<file path="config.mk">
export PLATFORM = sky130hd
export DESIGN_NAME = reorder_buffer
export DESIGN_NICKNAME = d
export VERILOG_FILES = /design/src/rtl/reorder_buffer.sv
export SDC_FILE = /design/constraint.sdc
export NUM_CORES = 1
export LEC_CHECK = 0
export CAP_MARGIN = 25
export CORE_MARGIN = 4
export CORE_UTILIZATION = 50
export DETAILED_ROUTE_END_ITERATION = 10
export PLACE_DENSITY = 0.8
export RECOVER_POWER = 25
export SYNTH_ARGS = -nofsm -noshare
export SYNTH_HDL_FRONTEND = slang
export SYNTH_SLANG_ARGS = --single-unit
</file>
<file path="constraint.sdc">
create_clock -name clk -period 6.37 [get_ports clk]
set_input_delay 1.5925 -clock clk [delete_from_list [all_inputs] [get_ports clk]]
set_output_delay 1.5925 -clock clk [all_outputs]
set_load 0.01 [all_outputs]
</file>
<file path="src/rtl/reorder_buffer.sv">
// reorder_buffer
// Circular reorder buffer of DEPTH entries, placed between the instruction
// handler and the register file. Entries are allocated in program order at
// the tail. Each entry captures its result from the common data bus by
// reservation-station index. Entries retire in order from the head, at most
// one per cycle, and each retirement drives the register-file write port.
//
// Optional feature: define ROB_FLUSH_EN to add the flush port, which squashes
// every entry.
//
// Ports:
//   clk, rst_n       clock; synchronous active-low reset
//   alloc_valid      allocation request from the instruction handler
//   alloc_ready      allocation accepted this cycle (!full)
//   alloc_instr      instruction logged in the new entry
//   alloc_rs_idx     reservation station that will produce the result
//   alloc_tag        tail index, i.e. the entry receiving this allocation
//   cdb_valid        CDB broadcast valid
//   cdb_rs_idx       producer index on the CDB
//   cdb_value        result on the CDB
//   flush            squash all entries (ROB_FLUSH_EN only)
//   commit_valid     register-file write enable
//   commit_dest      destination register, taken from instr[11:7] of the head
//   commit_value     value to write
//   count            number of occupied entries
//   full, empty      occupancy flags, derived from count
//
// Entry states:
//   state | meaning
//   IDLE  | free slot
//   WAIT  | allocated, result not yet seen on the CDB
//   DONE  | result captured, waiting to retire

module reorder_buffer #(
  parameter int DEPTH    = 8,
  parameter int DATA_W   = 32,
  parameter int RS_IDX_W = 4,
  parameter int TAG_W    = $clog2(DEPTH)
) (
  input  logic                clk,
  input  logic                rst_n,
  input  logic                alloc_valid,
  output logic                alloc_ready,
  input  logic [31:0]         alloc_instr,
  input  logic [RS_IDX_W-1:0] alloc_rs_idx,
  output logic [TAG_W-1:0]    alloc_tag,
  input  logic                cdb_valid,
  input  logic [RS_IDX_W-1:0] cdb_rs_idx,
  input  logic [DATA_W-1:0]   cdb_value,
`ifdef ROB_FLUSH_EN
  input  logic                flush,
`endif
  output logic                commit_valid,
  output logic [4:0]          commit_dest,
  output logic [DATA_W-1:0]   commit_value,
  output logic [TAG_W:0]      count,
  output logic                full,
  output logic                empty
);

  localparam logic [1:0] IDLE = 2'd0;
  localparam logic [1:0] WAIT = 2'd1;
  localparam logic [1:0] DONE = 2'd2;

  localparam logic [TAG_W:0] DEPTH_CNT = (TAG_W+1)'(DEPTH);

  logic [1:0]          st_q    [DEPTH];
  logic [31:0]         instr_q [DEPTH];
  logic [RS_IDX_W-1:0] rs_q    [DEPTH];
  logic [DATA_W-1:0]   val_q   [DEPTH];

  logic [TAG_W-1:0] head_q;
  logic [TAG_W-1:0] tail_q;
  logic [TAG_W:0]   cnt_q;

  logic head_done;
  logic head_hit;
  logic commit_ok;
  logic alloc_fire;
  logic unused_instr_bits;

  // Only the destination field of the logged instruction leaves the block.
  assign unused_instr_bits = ^{instr_q[head_q][31:12], instr_q[head_q][6:0]};

  assign count       = cnt_q;
  assign full        = (cnt_q == DEPTH_CNT);
  assign empty       = (cnt_q == '0);
  // alloc_ready depends on registered occupancy only, so a commit in the same
  // cycle cannot open a slot for an allocation.
  assign alloc_ready = !full;
  assign alloc_tag   = tail_q;
  assign alloc_fire  = alloc_valid && alloc_ready;

  assign head_done = (st_q[head_q] == DONE);
  // Same-cycle bypass: the head is still waiting, but its result is on the
  // bus right now.
  assign head_hit  = cdb_valid && (st_q[head_q] == WAIT) &&
                     (rs_q[head_q] == cdb_rs_idx);

`ifdef ROB_FLUSH_EN
  assign commit_ok = (head_done || head_hit) && !flush;
`else
  assign commit_ok = head_done || head_hit;
`endif

  always_comb begin
    commit_valid = commit_ok;
    commit_dest  = '0;
    commit_value = '0;
    if (commit_ok) begin
      commit_dest  = instr_q[head_q][11:7];
      commit_value = head_done ? val_q[head_q] : cdb_value;
    end
  end

  always_ff @(posedge clk) begin
    if (!rst_n) begin
      for (int i = 0; i < DEPTH; i++) begin
        st_q[i]    <= IDLE;
        instr_q[i] <= '0;
        rs_q[i]    <= '0;
        val_q[i]   <= '0;
      end
      head_q <= '0;
      tail_q <= '0;
      cnt_q  <= '0;
    end else begin
`ifdef ROB_FLUSH_EN
      if (flush) begin
        for (int i = 0; i < DEPTH; i++) begin
          st_q[i]    <= IDLE;
          instr_q[i] <= '0;
          rs_q[i]    <= '0;
          val_q[i]   <= '0;
        end
        head_q <= '0;
        tail_q <= '0;
        cnt_q  <= '0;
      end else
`endif
      begin
        for (int i = 0; i < DEPTH; i++) begin
          if (cdb_valid && (st_q[i] == WAIT) && (rs_q[i] == cdb_rs_idx)) begin
            val_q[i] <= cdb_value;
            st_q[i]  <= DONE;
          end
        end

        // The head and the tail address the same slot only when the buffer
        // is empty, where nothing commits, or full, where nothing
        // allocates. These writes therefore never collide, and they take
        // priority over the capture above for their own entry.
        if (commit_ok) begin
          st_q[head_q]    <= IDLE;
          instr_q[head_q] <= '0;
          head_q          <= head_q + TAG_W'(1);
        end

        if (alloc_fire) begin
          st_q[tail_q]    <= WAIT;
          instr_q[tail_q] <= alloc_instr;
          rs_q[tail_q]    <= alloc_rs_idx;
          val_q[tail_q]   <= '0;
          tail_q          <= tail_q + TAG_W'(1);
        end

        case ({alloc_fire, commit_ok})
          2'b10:   cnt_q <= cnt_q + (TAG_W+1)'(1);
          2'b01:   cnt_q <= cnt_q - (TAG_W+1)'(1);
          default: cnt_q <= cnt_q;
        endcase
      end
    end
  end

endmodule
</file>
==> flow_metrics.tcl, run 1 <==
set metrics [dict create \
    status "finished, violations left" \
    violations "max-capacitance violations, max-slew violations" \
    ir_drop_v 0.0002194 \
    cap_viol_max_count 1 \
    worstPathRequired_ns 4.78 \
    cp_cell_sequence "clkdlybuf4s50_1 -> clkbuf_1 -> xor2_1 -> and4_1 -> a21oi_4 -> inv_4 -> clkdlybuf4s50_1" \
    area_growth_pct 15.53 \
    async_flop_share_pct 0 \
    drt-wirelength-per-cell_microns 21.38 \
    finalHoldViolations 0 \
    slew_viol_final 39 \
    synth_edf_count 72 \
    drt_iter0_drc 979 \
    drt_pass1_iterations 5 \
    rsz0062_at_grt "no" \
    netlist_area_sq_mm 0.01640 \
    vias 11780 \
    cts_max_path_buffers 3 \
    avgSynthCellArea_sq_um 11.04 \
    layout_min_cycle_time_ns 5.802 \
    finalSetupViolations 0 \
    place_ws_ns 0.9120 \
    via_per_inst 5.922 \
    synthDistinctLibCells 48 \
    clock-sinks 357 \
    max_stage_delay_ns 0.54 \
    fp.dieH_microns 189.1 \
    final_common_cell "dfxtp_1" \
    drive_gt1_share_pct 12.35 \
    synth_ff_type "dfxtp_1" \
    place.gp.congestion 0.9056 \
    synthesis.nets 1567 \
    hold_class "flop to flop" \
    finalSetupTns_ns 0 \
    ctsResizeCount 0 \
    netlist_instances 1485 \
    final_cell_mix "dfxtp_1 (282), mux2i_1 (274), nor2_1 (238)" \
    clockRootBuffer "clkbuf_16" \
    worstMarginPinSlew_ns 2.449 \
    layout.nets 1603 \
    p_per_area_mw_per_mm2 257.1 \
    grt_max_degree 68 \
    drcViolationCount 0 \
    postCtsSetupBuffers 0 \
    fin_ws_ns 0.5679 \
    synth-seq-cells 357 \
    io-pin-count 124 \
    die_w_microns 189.1 \
    cts_made_buffers 38 \
    clkTransAtPathRegs_ns 0.06 \
    route.antenna.remaining_nets 0 \
    crit_path_frequent_cell "clkdlybuf4s50_1" \
    cts_tree "yes" \
    grt_util_all_layers_pct 23.26 \
    critPathArrivalTime_ns 4.21 \
    yosysWarnings 0 \
    ctsHtreeMaxLevel 2 \
    maxClockFrequency_mhz 172.4 \
    max-slew-margin-rel_pct -63.30 \
    routed_wirelength_mm 42.52 \
    start_kind "input pin" \
    core_area_sq_mm 0.03245 \
    start_util_pct 50.52 \
    dp_hpwl_mm 25.45 \
    timing.reg2reg.worst_path_depth 13 \
    antenna_found_initial 0 \
    gr-total-overflow 0 \
    dieArea_sq_mm 0.03575 \
    p_leak_nw 8.284 \
    diodes 0 \
    ys_seq_area_share_pct 47.99 \
    min_delay_path_depth 2 \
    num_rows 66 \
    fin_crit_sh_pct 91.09 \
    crit_path_top_delay_cell "clkdlybuf4s50_1" \
    worstPathMaxFanout 26 \
    num-fill-cells 2585 \
    crit_type "input pin to primary output" \
    worstSkewPairLatency_ns 0.53 \
    grt_pass1_vias 12270 \
    skew_ns 0.02232 \
    cp_top_family "buffers and inverters" \
    crit_buf_inv 4 \
    cp-end-kind "primary output" \
    cp.depth 7 \
    port_buffers 96 \
    hold_buffers 0 \
    grt_pass1_wl_mm 66.72 \
]
[worst register-to-register path, delay by kind of cell (launching register included)]
| family | cells | cell delay (ns) |
|---|---|---|
| xor+xnor | 2 | 0.20 |
| flops | 1 | 0.78 |
| buf+inv | 1 | 0.24 |
| mux | 2 | 0.80 |
| simple gates | 2 | 0.52 |
| fa+ha+maj | 2 | 0.59 |
| compound gates | 4 | 0.94 |
[sequential cells by signal, summed over array words and instances (netlist names), named ones only]
register / cells
rs_q: 32
instr_q: 40
alloc_tag: 3
head_q: 3
count: 4
st_q: 16
val_q: 256
[logic make-up after synthesis]
group	after synthesis	synth area share, %
muxes	358	28.27
adders and majority gates	6	0.5037
and+or+nand+nor	459	12.36
DFF	357	47.99
buffers and inverters	155	3.854
xor gates and xnor gates	41	2.190
AOI/OAI and AO/OA	109	4.846
[synth_stat cells (2+ instances only)]
| cell | count | area [sq um] |
|---|---|---|
| a31oi_1 | 10 | 62.56 |
| buf_1 | 2 | 7.510 |
| o21ai_0 | 4 | 20.02 |
| buf_6 | 2 | 22.52 |
| nor3_1 | 14 | 70.07 |
| and2_1 | 24 | 150.1 |
| a21oi_1 | 34 | 170.2 |
| ha_1 | 5 | 62.56 |
| edfxtp_1 | 72 | 2162 |
| inv_1 | 12 | 45.04 |
| clkbuf_1 | 123 | 461.7 |
| xor2_1 | 13 | 113.9 |
| buf_2 | 12 | 60.06 |
| mux2i_1 | 274 | 2743 |
| o2bb2ai_1 | 32 | 280.3 |
| nor3b_1 | 2 | 15.01 |
| a32oi_1 | 5 | 43.79 |
| dfxtp_1 | 285 | 5705 |
| nand3b_1 | 2 | 15.01 |
| a221oi_1 | 5 | 43.79 |
| nor2_1 | 239 | 897.1 |
| mux4_2 | 84 | 1892 |
| nand2_1 | 96 | 360.4 |
| and3_1 | 56 | 350.3 |
| nor2b_1 | 2 | 12.51 |
| nand3_1 | 4 | 20.02 |
| a221oi_2 | 2 | 30.03 |
| nand4_1 | 10 | 62.56 |
| nand2b_1 | 5 | 31.28 |
| a21o_1 | 9 | 67.56 |
| a21boi_0 | 2 | 15.01 |
| xnor2_1 | 28 | 245.2 |
[final cells by class]
class / count / area (sq um) / area share, %
Clock buffer: 51 / 1082 / 5.714
Multi-Input combinational cell: 973 / 7915 / 41.79
Timing Repair Buffer: 137 / 1286 / 6.790
Sequential cell: 357 / 7876 / 41.58
Clock inverter: 15 / 173.9 / 0.9182
Tap cell: 442 / 553.0 / 2.920
Inverter: 14 / 55.05 / 0.2906
[final timing paths]
check                                 start  slack [ns]                   endpoint
hold / removal    val_q[4][11]$_SDFFE_PP0P_        0.45  val_q[4][11]$_SDFFE_PP0P_
setup reg to reg                       flop        2.23      count[3]$_SDFFE_PN0P_
hold reg to reg   val_q[4][11]$_SDFFE_PP0P_        0.45  val_q[4][11]$_SDFFE_PP0P_
setup / recovery              cdb_rs_idx[1]        0.57               commit_valid
[routing by layer]
metal / vias up / share of wire [%] / track usage [%]
li1: 5349 / - / -
met1: 5931 / 42 / 30.19
met2: 417 / 49 / 40.09
met3: 82 / 6.5 / 3.724
met4: 0 / 2.6 / 7.483
met5: - / 0 / 0
[report_power, final]
group / internal (W) / switching (W) / total, W
registers: 0.00233 / 0.0000227 / 0.00236
clock network: 0.00132 / 0.000904 / 0.00222
logic: 0.000109 / 0.000180 / 0.000289
total: 0.00376 / 0.00111 / 0.00487
[through the flow]
step	hold slack, ns	std cells	util [%]	cell area [sq um]	total power [W]
after global placement	0.4352	1922	54.55	17700	0.002687
after CTS	0.4528	1989	58.47	18980	0.004900
after detailed placement	0.4447	1923	54.60	17720	0.002695
after floorplan	0.4290	1485	-	16400	0.002570
after global routing	0.4744	1989	58.37	18940	0.005001
final	0.4532	1989	58.37	18940	0.004871
Power figures use the tool's default switching activity.
==> inputs of run 2 (changes only) <==
--- a/config.mk
+++ b/config.mk
@@ -11,6 +11,7 @@
 export DETAILED_ROUTE_END_ITERATION = 10
 export PLACE_DENSITY = 0.8
 export RECOVER_POWER = 25
+export SKIP_LAST_GASP = 1
 export SYNTH_ARGS = -nofsm -noshare
 export SYNTH_HDL_FRONTEND = slang
 export SYNTH_SLANG_ARGS = --single-unit
==> results of run 2 <==
Final layout, timing and power as in run 1 (identical DEF).
==> inputs of run 3 (changes only) <==
--- a/config.mk
+++ b/config.mk
@@ -11,7 +11,6 @@
 export DETAILED_ROUTE_END_ITERATION = 10
 export PLACE_DENSITY = 0.8
 export RECOVER_POWER = 25
-export SKIP_LAST_GASP = 1
 export SYNTH_ARGS = -nofsm -noshare
 export SYNTH_HDL_FRONTEND = slang
 export SYNTH_SLANG_ARGS = --single-unit
==> results of run 3 <==
Final layout, timing and power as in run 1 (identical DEF).
